`src/rtl/wb_serial_pkg.sv`:
```
// Shared types and byte constants for the serial-command Wishbone initiator.
package wb_serial_pkg;

  typedef enum logic [2:0] {
    ST_IDLE  = 3'd0,
    ST_ADDR  = 3'd1,
    ST_WDATA = 3'd2,
    ST_BUS   = 3'd3,
    ST_RESP  = 3'd4
  } state_e;

  localparam logic [7:0] CMD_READ  = 8'h52;
  localparam logic [7:0] CMD_WRITE = 8'h57;
  localparam logic [7:0] RSP_OK    = 8'h4B;
  localparam logic [7:0] RSP_ERR   = 8'h45;

  localparam logic [2:0] LEN_BYTE = 3'd1;
  localparam logic [2:0] LEN_WORD = 3'd4;

  function automatic logic is_cmd(input logic [7:0] b);
    return (b == CMD_READ) || (b == CMD_WRITE);
  endfunction

endpackage

```
`src/rtl/if_wb.sv`:
```
// Classic Wishbone bus bundle; the master modport is seen from the initiator side.
interface if_wb;

  logic        cyc;
  logic        stb;
  logic        we;
  logic [3:0]  sel;
  logic [31:0] adr;
  logic [31:0] dat_o;
  logic [31:0] dat_i;
  logic        ack;

  modport master (
    output cyc, stb, we, sel, adr, dat_o,
    input  dat_i, ack
  );

  modport slave (
    input  cyc, stb, we, sel, adr, dat_o,
    output dat_i, ack
  );

endinterface

```
`src/rtl/wb_serial_txshift.sv`:
```
// Response serializer: up to four bytes shifted out MSB first under a valid/ready handshake.
module wb_serial_txshift
  import wb_serial_pkg::*;
(
  input  logic        clk_i,
  input  logic        rst_n_i,
  input  logic        load,
  input  logic [31:0] load_data,
  input  logic [2:0]  load_len,
  output logic [7:0]  tx_data,
  output logic        tx_valid,
  input  logic        tx_ready,
  output logic        done
);

  logic [31:0] shift_r;
  logic [2:0]  left_r;
  logic        valid_r;

  // Load a response word, then drop one byte per accepted handshake.
  always_ff @(posedge clk_i or negedge rst_n_i) begin
    if (!rst_n_i) begin
      shift_r <= 32'h0000_0000;
      left_r  <= 3'd0;
      valid_r <= 1'b0;
    end else if (load) begin
      shift_r <= load_data;
      left_r  <= load_len;
      valid_r <= (load_len != 3'd0);
    end else if (valid_r && tx_ready) begin
      shift_r <= {shift_r[23:0], 8'h00};
      left_r  <= left_r - 3'd1;
      valid_r <= (left_r != LEN_BYTE);
    end
  end

  assign tx_data  = shift_r[31:24];
  assign tx_valid = valid_r;
  // Pulses in the cycle the final byte is accepted.
  assign done     = valid_r && tx_ready && (left_r == LEN_BYTE);

endmodule

```
`src/rtl/wb_serial_master.sv`:
```
// Serial-command Wishbone initiator: 'R'/'W' byte commands become single 32-bit bus cycles.
// Optional ack timeout with 'E' response is enabled by defining WBSER_TIMEOUT_EN.
module wb_serial_master
  import wb_serial_pkg::*;
#(
`ifdef WBSER_TIMEOUT_EN
  parameter int unsigned TIMEOUT = 1024,
`endif
  parameter logic [3:0] SEL_ALL = 4'hf
) (
  input  logic       clk_i,
  input  logic       rst_n_i,
  if_wb.master       bus,
  input  logic [7:0] rx_data,
  input  logic       rx_valid,
  output logic [7:0] tx_data,
  output logic       tx_valid,
  input  logic       tx_ready,
  output logic       busy,
  output logic       rx_drop
);

`ifdef WBSER_TIMEOUT_EN
  localparam int TMO_W = $clog2(TIMEOUT + 1);
  logic [TMO_W-1:0] tmo_r;
  logic [TMO_W-1:0] tmo_s;
`endif

  state_e      state_r, state_s;
  logic [1:0]  cnt_r, cnt_s;
  logic        we_r, we_s;
  logic [31:0] adr_r, adr_s;
  logic [31:0] dat_r, dat_s;
  logic        cyc_r, cyc_s;
  logic [3:0]  sel_r, sel_s;
  logic        busy_r, busy_s;
  logic        drop_r, drop_s;

  logic        load_s;
  logic [31:0] load_data_s;
  logic [2:0]  load_len_s;
  logic        tx_done_s;

  // Register the FSM state together with every bus-facing output.
  always_ff @(posedge clk_i or negedge rst_n_i) begin
    if (!rst_n_i) begin
      state_r <= ST_IDLE;
      cnt_r   <= 2'd0;
      we_r    <= 1'b0;
      adr_r   <= 32'h0000_0000;
      dat_r   <= 32'h0000_0000;
      cyc_r   <= 1'b0;
      sel_r   <= 4'h0;
      busy_r  <= 1'b0;
      drop_r  <= 1'b0;
`ifdef WBSER_TIMEOUT_EN
      tmo_r   <= {TMO_W{1'b0}};
`endif
    end else begin
      state_r <= state_s;
      cnt_r   <= cnt_s;
      we_r    <= we_s;
      adr_r   <= adr_s;
      dat_r   <= dat_s;
      cyc_r   <= cyc_s;
      sel_r   <= sel_s;
      busy_r  <= busy_s;
      drop_r  <= drop_s;
`ifdef WBSER_TIMEOUT_EN
      tmo_r   <= tmo_s;
`endif
    end
  end

  // Next-state, byte assembly, bus handshake and response launch.
  always_comb begin
    state_s     = state_r;
    cnt_s       = cnt_r;
    we_s        = we_r;
    adr_s       = adr_r;
    dat_s       = dat_r;
    cyc_s       = cyc_r;
    sel_s       = sel_r;
    busy_s      = busy_r;
    drop_s      = drop_r;
    load_s      = 1'b0;
    load_data_s = 32'h0000_0000;
    load_len_s  = LEN_BYTE;
`ifdef WBSER_TIMEOUT_EN
    tmo_s       = {TMO_W{1'b0}};
`endif

    // Bytes have no backpressure, so anything arriving mid-transaction is lost and flagged.
    if (rx_valid && ((state_r == ST_BUS) || (state_r == ST_RESP))) begin
      drop_s = 1'b1;
    end else begin
      drop_s = drop_r;
    end

    case (state_r)
      ST_IDLE: begin
        if (rx_valid && is_cmd(rx_data)) begin
          state_s = ST_ADDR;
          we_s    = (rx_data == CMD_WRITE);
          cnt_s   = 2'd0;
          busy_s  = 1'b1;
        end else begin
          state_s = ST_IDLE;
        end
      end

      ST_ADDR: begin
        if (rx_valid) begin
          adr_s = {adr_r[23:0], rx_data};
          if (cnt_r == 2'd3) begin
            cnt_s = 2'd0;
            if (we_r) begin
              state_s = ST_WDATA;
            end else begin
              state_s = ST_BUS;
              cyc_s   = 1'b1;
              sel_s   = SEL_ALL;
            end
          end else begin
            cnt_s = cnt_r + 2'd1;
          end
        end else begin
          cnt_s = cnt_r;
        end
      end

      ST_WDATA: begin
        if (rx_valid) begin
          dat_s = {dat_r[23:0], rx_data};
          if (cnt_r == 2'd3) begin
            cnt_s   = 2'd0;
            state_s = ST_BUS;
            cyc_s   = 1'b1;
            sel_s   = SEL_ALL;
          end else begin
            cnt_s = cnt_r + 2'd1;
          end
        end else begin
          cnt_s = cnt_r;
        end
      end

      ST_BUS: begin
        // Ack is checked before the timeout so a same-cycle ack still returns data.
        if (bus.ack && cyc_r) begin
          cyc_s       = 1'b0;
          sel_s       = 4'h0;
          load_s      = 1'b1;
          load_data_s = we_r ? {RSP_OK, 24'h00_0000} : bus.dat_i;
          load_len_s  = we_r ? LEN_BYTE : LEN_WORD;
          cnt_s       = 2'd0;
          state_s     = ST_RESP;
        end
`ifdef WBSER_TIMEOUT_EN
        else if (tmo_r == TMO_W'(TIMEOUT - 1)) begin
          cyc_s       = 1'b0;
          sel_s       = 4'h0;
          load_s      = 1'b1;
          load_data_s = {RSP_ERR, 24'h00_0000};
          load_len_s  = LEN_BYTE;
          cnt_s       = 2'd0;
          state_s     = ST_RESP;
        end else begin
          tmo_s = tmo_r + TMO_W'(1);
        end
`else
        else begin
          state_s = ST_BUS;
        end
`endif
      end

      ST_RESP: begin
        if (tx_done_s) begin
          state_s = ST_IDLE;
          busy_s  = 1'b0;
          cnt_s   = 2'd0;
        end else begin
          state_s = ST_RESP;
        end
      end

      default: begin
        state_s = ST_IDLE;
        cnt_s   = 2'd0;
        cyc_s   = 1'b0;
        sel_s   = 4'h0;
        busy_s  = 1'b0;
      end
    endcase
  end

  wb_serial_txshift u_txshift (
    .clk_i     (clk_i),
    .rst_n_i   (rst_n_i),
    .load      (load_s),
    .load_data (load_data_s),
    .load_len  (load_len_s),
    .tx_data   (tx_data),
    .tx_valid  (tx_valid),
    .tx_ready  (tx_ready),
    .done      (tx_done_s)
  );

  assign bus.cyc   = cyc_r;
  assign bus.stb   = cyc_r;
  assign bus.we    = we_r;
  assign bus.sel   = sel_r;
  assign bus.adr   = adr_r;
  assign bus.dat_o = dat_r;
  assign busy      = busy_r;
  assign rx_drop   = drop_r;

endmodule

```
`src/flat_wrapper.sv`:
```
// flat-port wrapper written by rule: the top's interface ports become plain ports
module wb_serial_master_flat import wb_serial_pkg::*;
#(

  parameter logic [3:0] SEL_ALL = 4'hf
)
  (clk_i, rst_n_i, rx_data, rx_valid, tx_data, tx_valid, tx_ready, busy, rx_drop, bus_cyc, bus_stb, bus_we, bus_sel, bus_adr, bus_dat_o, bus_dat_i, bus_ack);
  if_wb bus_i ();
  input  logic clk_i;
  input  logic rst_n_i;
  input  logic [7:0] rx_data;
  input  logic rx_valid;
  output logic [7:0] tx_data;
  output logic tx_valid;
  input  logic tx_ready;
  output logic busy;
  output logic rx_drop;
  output wire logic [$bits(bus_i.cyc)-1:0] bus_cyc;
  output wire logic [$bits(bus_i.stb)-1:0] bus_stb;
  output wire logic [$bits(bus_i.we)-1:0] bus_we;
  output wire logic [$bits(bus_i.sel)-1:0] bus_sel;
  output wire logic [$bits(bus_i.adr)-1:0] bus_adr;
  output wire logic [$bits(bus_i.dat_o)-1:0] bus_dat_o;
  input wire logic [$bits(bus_i.dat_i)-1:0] bus_dat_i;
  input wire logic [$bits(bus_i.ack)-1:0] bus_ack;
  assign bus_cyc = bus_i.cyc;
  assign bus_stb = bus_i.stb;
  assign bus_we = bus_i.we;
  assign bus_sel = bus_i.sel;
  assign bus_adr = bus_i.adr;
  assign bus_dat_o = bus_i.dat_o;
  assign bus_i.dat_i = bus_dat_i;
  assign bus_i.ack = bus_ack;
  wb_serial_master #(.SEL_ALL(SEL_ALL)) u_core (.clk_i(clk_i), .rst_n_i(rst_n_i), .bus(bus_i), .rx_data(rx_data), .rx_valid(rx_valid), .tx_data(tx_data), .tx_valid(tx_valid), .tx_ready(tx_ready), .busy(busy), .rx_drop(rx_drop));
endmodule
```
`config.mk`:
```
export PLATFORM = sky130hd
export DESIGN_NAME = wb_serial_master_flat
export DESIGN_NICKNAME = d
export VERILOG_FILES = /design/src/rtl/wb_serial_pkg.sv /design/src/rtl/if_wb.sv /design/src/rtl/wb_serial_txshift.sv /design/src/rtl/wb_serial_master.sv /design/src/flat_wrapper.sv
export SDC_FILE = /design/constraint.sdc
export NUM_CORES = 1
export LEC_CHECK = 0
export ABC_AREA = 1
export CAP_MARGIN = 20
export CORE_MARGIN = 2
export CORE_UTILIZATION = 40
export CTS_CLUSTER_DIAMETER = 60
export DETAILED_ROUTE_END_ITERATION = 8
export GPL_TIMING_DRIVEN = 1
export PLACE_DENSITY = 0.68
export SYNTH_ARGS = -nofsm -noshare
export SYNTH_HDL_FRONTEND = slang
export SYNTH_SLANG_ARGS = --single-unit
```
`constraint.sdc`:
```
create_clock -name clk_i -period 2.9 [get_ports clk_i]
set_clock_uncertainty 0.05 [all_clocks]
set_input_delay 0.58 -clock clk_i [delete_from_list [all_inputs] [get_ports clk_i]]
set_output_delay 0.58 -clock clk_i [all_outputs]
set_load 0.01 [all_outputs]
```
==> impl_metrics.tcl, run 1 <==
set metrics [dict create \
    outcome "finished, final reports clean" \
    cap_violations 0 \
    post_drt_via_cell_ratio 4.87 \
    p_leak_uw 0.00301 \
    hold_slack_ns 0.112 \
    total_wire_length_after_detailed_routing_mm 10.4 \
    layoutNonFillerInstCount 750 \
    via_count_of_the_first_global_routing_pass 3475 \
    synth_area_um2 4860 \
    clock_tree_from_tritoncts "yes" \
    mappedNetlistNets 534 \
    design.die.area_um2 13000 \
    placement.io_buffers 126 \
    synthFlopType "sky130_fd_sc_hd__dfrtp_1" \
    number_of_antenna_violations_at_the_first_check_in_global_routing 0 \
    layout-drive-gt1-share_pct 11.8 \
    synth_cell_types 33 \
    drc_errors 0 \
    rrSetupSlack_ns 0.92 \
    netlist.top_cell.by_area "sky130_fd_sc_hd__dfrtp_1" \
    crit_path_start_kind "input pin" \
    regToRegStartpoint "u_core.state_r[2]" \
    gpl.final_weighted_congestion 0.787 \
    slew_headroom_pct 52.7 \
    chipHeight_um 114 \
    max_clock_freq_ghz 0.473 \
    die_w_um 114 \
    finalNetCount 646 \
    htree_levels 3 \
    dp.cells 734 \
    max-clock-path-buffers 2 \
    path_clk_slew_ns 0.07 \
    synth_seq_area_share_pct 56.2 \
    grt_max_degree 50 \
    cts-resized-gates 0 \
    final_max_slew_viol_count 0 \
    synth_top_area_share_pct 56.2 \
    synthCells 486 \
    setup.worst_path.class "input pin to flip-flop" \
    syn_avg_cell_area_um2 9.99 \
    placementRows 40 \
    drtIter0Drc 257 \
    wl_per_cell_um 13.9 \
    tritoncts.num_buffers 9 \
    period_share_pct 73.0 \
    min_cycle_time_layout_ns 2.12 \
    timing.hold.worst.class "input pin to async pin" \
    required_ns 3.09 \
    clock_sink_count 109 \
    post-cts-setup-buffers 0 \
    overall_routing_resource_usage_pct 16.3 \
    initial_util_pct 40.8 \
    fin_tns_setup_ns 0 \
    dr_total_vias 3653 \
    worstRegToRegCells 5 \
    synthToLayoutAreaGrowth_pct 32.0 \
    layout.filler_cells 1062 \
    1st_pass_router_iterations 4 \
    ys_top_cells_by_count "sky130_fd_sc_hd__dfrtp_1 (109), sky130_fd_sc_hd__nand2_1 (97), sky130_fd_sc_hd__o21ai_1 (45), sky130_fd_sc_hd__nor2_1 (41), sky130_fd_sc_hd__inv_1 (40)" \
    critical_path_peak_fanout 29 \
    global_route.overflow_total 0 \
    synth_edf_count 0 \
    synth_async_sr_flop_share_pct 100 \
    power.ir.vdd_worst_v 0.000338 \
    antennaDiodeCount 0 \
    dp_hpwl_mm 7.50 \
    cts.hold.buffers_added 0 \
    ant_nets 0 \
    grt_setup_unrepaired "no" \
    critical_path.reg2reg.endpoint "u_core.bus.dat_o[19]" \
    hold_viol 0 \
    cts.root.buffer_cell "sky130_fd_sc_hd__clkbuf_16" \
    yosys_warnings 0 \
    end_kind "flip-flop" \
    cp.arrival_ns 2.30 \
    clock_insertion_delay_worst_skew_ns 0.34 \
    yosys.cell_count.top_type "sky130_fd_sc_hd__dfrtp_1" \
    core_area_um2 11900 \
    top_cells_by_area_in_the_synthesized_netlist "sky130_fd_sc_hd__dfrtp_1 (56%), sky130_fd_sc_hd__nand2_1 (7.5%), sky130_fd_sc_hd__o21ai_1 (4.6%)" \
    wire_length_of_the_first_global_routing_pass_mm 17.0 \
    setup_viol_count_final 0 \
    power_density_nw_per_um2 1110 \
    number_of_synthesized_register_bits 109 \
    tightestPinTransition_ns 0.709 \
    ios 127 \
]
critical path: stages:
cell and delay (ns):
sky130_fd_sc_hd__clkdlybuf4s50_1 0.56, sky130_fd_sc_hd__nand3_2 0.58, sky130_fd_sc_hd__buf_4 0.41, sky130_fd_sc_hd__nor2_1 0.12
sky130_fd_sc_hd__a21oi_2 0.04
per-layer routing:
layer / routed length [µm] / GRT usage, % / vias to the layer above / share of wire, %
li1: - / - / 1794 / -
met1: 4910 / 23.2 / 1721 / 47
met2: 4780 / 24.8 / 124 / 46
met3: 588 / 3.18 / 14 / 5.6
met4: 149 / 6.10 / 0 / 1.4
met5: 0 / 0 / - / 0
metrics by stage:
step | instance area [µm²] | util, % | power, µW | setup slack, ns
2_1_floorplan | 4860 | - | 4520 | 1.44
3_3_place_gp | 6100 | 51.2 | 5780 | 0.437
3_5_place_dp | 6100 | 51.2 | 5890 | 0.413
4_1_cts | 6410 | 53.8 | 7160 | 0.768
5_1_grt | 6410 | 53.8 | 7580 | 0.655
6_report | 6410 | 53.8 | 7090 | 0.784
cells in the final DEF, fill, tap and decap left out, types with 3 or more instances in the layout:
cell type / count
sky130_fd_sc_hd__a22oi_2: 4
sky130_fd_sc_hd__ha_1: 3
sky130_fd_sc_hd__o21ai_2: 6
sky130_fd_sc_hd__nand4_1: 3
sky130_fd_sc_hd__nand2_1: 97
sky130_fd_sc_hd__dfrtp_1: 109
sky130_fd_sc_hd__a21oi_2: 8
sky130_fd_sc_hd__a21oi_1: 27
sky130_fd_sc_hd__clkbuf_16: 9
sky130_fd_sc_hd__nor2_1: 41
sky130_fd_sc_hd__inv_1: 40
sky130_fd_sc_hd__a22o_1: 8
sky130_fd_sc_hd__buf_4: 9
sky130_fd_sc_hd__mux2_1: 4
sky130_fd_sc_hd__o21ai_1: 45
sky130_fd_sc_hd__o21ai_0: 19
sky130_fd_sc_hd__nand3_1: 8
sky130_fd_sc_hd__clkdlybuf4s50_1: 125
sky130_fd_sc_hd__nor2_2: 3
sky130_fd_sc_hd__mux2_4: 12
area by class of cell:
type	instances	area [µm²]	share of cell area (%)
repair buffers	136	1360	21.2
clock inverters	5	60.1	0.937
flip-flops and latches	109	2730	42.6
well taps	147	184	2.87
clock buffers	11	243	3.79
multi-input cells	298	1660	25.9
inverters	44	173	2.69
cells by family (layout without fill, tap and decap cells):
| kind of cell | count (synthesis) | in the layout | share of synthesized area [%] |
|---|---|---|---|
| fa+ha+maj | 3 | 3 | 0.773 |
| xor+xnor | 1 | 1 | 0.180 |
| simple gates | 161 | 161 | 14.2 |
| compound gates | 117 | 117 | 14.4 |
| buf+inv | 79 | 196 | 9.61 |
| mux | 16 | 16 | 4.64 |
| flops | 109 | 109 | 56.2 |
power breakdown:
part	switching, µW	total, µW	leakage, µW	internal (µW)
Clock	550	1250	0.000146	696
Combinational	1470	3130	0.00153	1670
Sequential	471	2710	0.00133	2240
state kept, by name, indices dropped and copies added (netlist names):
signal                     cells
u_core.bus.adr                32
u_core.u_txshift.left_r        3
u_core.u_txshift.shift_r      32
u_core.bus.we                  1
u_core.u_txshift.tx_valid      1
u_core.state_r                 3
u_core.bus.dat_o              32
u_core.rx_drop                 1
u_core.cnt_r                   2
u_core.bus.sel                 1
u_core.busy                    1
worst max path at each step:
stage | endpoint | slack [ns] | depth (start not counted) | from
floorplan | u_core.u_txshift.shift_r[27] | 1.44 | 5 | tx_ready
global placement | u_core.bus.dat_o[21] | 0.44 | 5 | rx_valid
detailed placement | u_core.bus.dat_o[19] | 0.41 | 5 | rx_valid
CTS | bus_we | 0.77 | 1 | u_core.bus.we
global route | u_core.bus.dat_o[18] | 0.65 | 5 | rx_valid
finish | u_core.bus.dat_o[19] | 0.78 | 5 | rx_valid
No activity file was read; power rests on OpenSTA's default activity.
==> run 2: changes to the inputs <==
==> constraint.sdc (replaced) <==
create_clock -name clk_i -period 2.1 [get_ports clk_i]
set_clock_uncertainty 0.05 [all_clocks]
set_input_delay 0.42 -clock clk_i [delete_from_list [all_inputs] [get_ports clk_i]]
set_output_delay 0.42 -clock clk_i [all_outputs]
set_load 0.01 [all_outputs]
==> run 2 against run 1 <==
Net effect:
- die area unchanged
- combinational power up 38%
- worst setup slack worse by 0.52 ns
- first-iteration DRC count up 0.39%
- critical path type is now flip-flop to output pin
==> impl_metrics.tcl, run 2 (synthesis gave the netlist of run 1 again) <==
set metrics [dict create \
    outcome "finished, final reports clean" \
    path_clk_slew_ns 0.06 \
    grt_max_degree 63 \
    cts.root.buffer_cell "sky130_fd_sc_hd__clkbuf_16" \
    worstHoldPathCells 2 \
    core_area_um2 11900 \
    p_sw_share_pct 35.4 \
    hold_viol 0 \
    end_kind "output pin" \
    crit_path_start_kind "flip-flop" \
    multi_input_area_um2 1660 \
    p_leak_uw 0.00301 \
    post_drt_via_cell_ratio 4.87 \
    placement.io_buffers 126 \
    1st_pass_router_iterations 4 \
    cp.arrival_ns 1.36 \
    wire_length_of_the_first_global_routing_pass_mm 17.7 \
    required_ns 1.63 \
    chipHeight_um 114 \
    wl_per_cell_um 14.3 \
    critical_path_peak_fanout 8 \
    timing.hold.worst_endpoint "u_core.rx_drop" \
    layout-drive-gt1-share_pct 11.3 \
    final_max_slew_viol_count 0 \
    layout.cells.most_common_list "sky130_fd_sc_hd__clkdlybuf4s50_1 (125), sky130_fd_sc_hd__dfrtp_1 (109), sky130_fd_sc_hd__nand2_1 (97)" \
    via_count_of_the_first_global_routing_pass 3631 \
    cap_violations 0 \
    tightestPinTransition_ns 0.343 \
    power_density_nw_per_um2 1500 \
    dp_hpwl_mm 7.66 \
    fin_tns_setup_ns 0 \
    worstHoldStart "u_core.rx_drop" \
    critical_path.reg2reg.endpoint "u_core.u_txshift.shift_r[28]" \
    drc_errors 0 \
    die_w_um 114 \
    placementRows 40 \
    clock_tree_from_tritoncts "yes" \
    mostFrequentLayoutCell "sky130_fd_sc_hd__clkdlybuf4s50_1" \
    cp-startpoint "u_core.bus.sel[2]" \
    total_wire_length_after_detailed_routing_mm 10.7 \
    htree_levels 3 \
    slew_headroom_pct 77.0 \
    clock_sink_count 109 \
    pwr-share-seq_pct 38.8 \
    global_route.overflow_total 0 \
    design.die.area_um2 13000 \
    layout.area.seq_um2 2730 \
    critical_path.top_delay_family "buffers and inverters" \
    post-cts-setup-buffers 0 \
    max-clock-path-buffers 2 \
    max_clock_freq_ghz 0.545 \
    period_share_pct 87.3 \
    critical_path.max_stage_delay_ns 0.58 \
    finalNetCount 646 \
    internal_power_uw 6230 \
    initial_util_pct 40.8 \
    tritoncts.num_buffers 9 \
    cpMaxStageDelayCell "sky130_fd_sc_hd__clkdlybuf4s50_1" \
    regToRegStartpoint "u_core.state_r[2]" \
    synthToLayoutAreaGrowth_pct 32.1 \
    grt_setup_unrepaired "no" \
    hold_slack_ns 0.420 \
    drtIter0Drc 258 \
    gpl.final_weighted_congestion 0.807 \
    ant_nets 0 \
    setup.worst_path.class "flip-flop to output pin" \
    timing.hold.worst.class "flip-flop to flip-flop" \
    rrSetupSlack_ns 0.52 \
    min_cycle_time_layout_ns 1.83 \
    power.clock.fraction_pct 16.3 \
    antennaDiodeCount 0 \
    setup_viol_count_final 0 \
    dr_total_vias 3651 \
    worstRegToRegCells 6 \
    path_cells "clkdlybuf4s50_1" \
    timing.critical_path.buf_inv 1 \
    layout.filler_cells 1054 \
    gate_power_share_pct 44.9 \
    overall_routing_resource_usage_pct 17.0 \
    ios 127 \
    psw_uw 3410 \
    power.ir.vdd_worst_v 0.000468 \
    number_of_antenna_violations_at_the_first_check_in_global_routing 0 \
    clock_insertion_delay_worst_skew_ns 0.34 \
]
run 2: what timing repair did:
item	in CTS	in global routing
hold endpoints to repair	12	0
resized for setup	0	0
hold buffers	1	0
run 2: metrics by stage:
stage	instance area (µm²)	util [%]	setup WS, ns	std cells	power, µW
final	6410	53.8	0.267	749	9640
after global routing	6410	53.8	0.217	749	10300
after CTS	6410	53.8	0.244	749	9740
after detailed placement	6130	51.5	0.153	733	8130
after global placement	6130	51.5	0.225	733	7980
after floorplan	4860	-	0.735	486	6250
run 2: worst max path at each step:
stage	endpoint	slack, ns	cells past startpoint
after floorplan	u_core.u_txshift.shift_r[24]	0.73	8
after global placement	u_core.u_txshift.shift_r[22]	0.23	8
after detailed placement	u_core.u_txshift.shift_r[18]	0.15	8
after CTS	bus_sel[0]	0.24	1
after global routing	bus_sel[0]	0.22	1
final	bus_sel[0]	0.27	1
run 2: final cells by class:
type	instances	share of cell area [%]
flip-flops and latches	109	42.5
multi-input cells	298	25.9
repair buffers	136	21.8
clock buffers	12	3.84
well taps	147	2.87
inverters	44	2.69
clock inverters	3	0.332
run 2: routing by layer:
layer  part of all wire [%]  global-route usage [%]  up-vias  wire [µm]
li1                       -                       -     1789          -
met1                     46                    23.2     1733       4980
met2                     46                    27.5      116       4980
met3                    5.8                    3.60       13        620
met4                    1.4                    5.20        0        151
met5                      0                       0        -          0
run 2: power by group through the flow:
stage | combinational [µW] | clock (µW) | sequential (µW)
after floorplan | 2340 | 0 | 3910
after global routing | 4780 | 1680 | 3870
after detailed placement | 4360 | 0 | 3770
after CTS | 4380 | 1610 | 3750
final | 4330 | 1570 | 3740
after global placement | 4240 | 0 | 3740
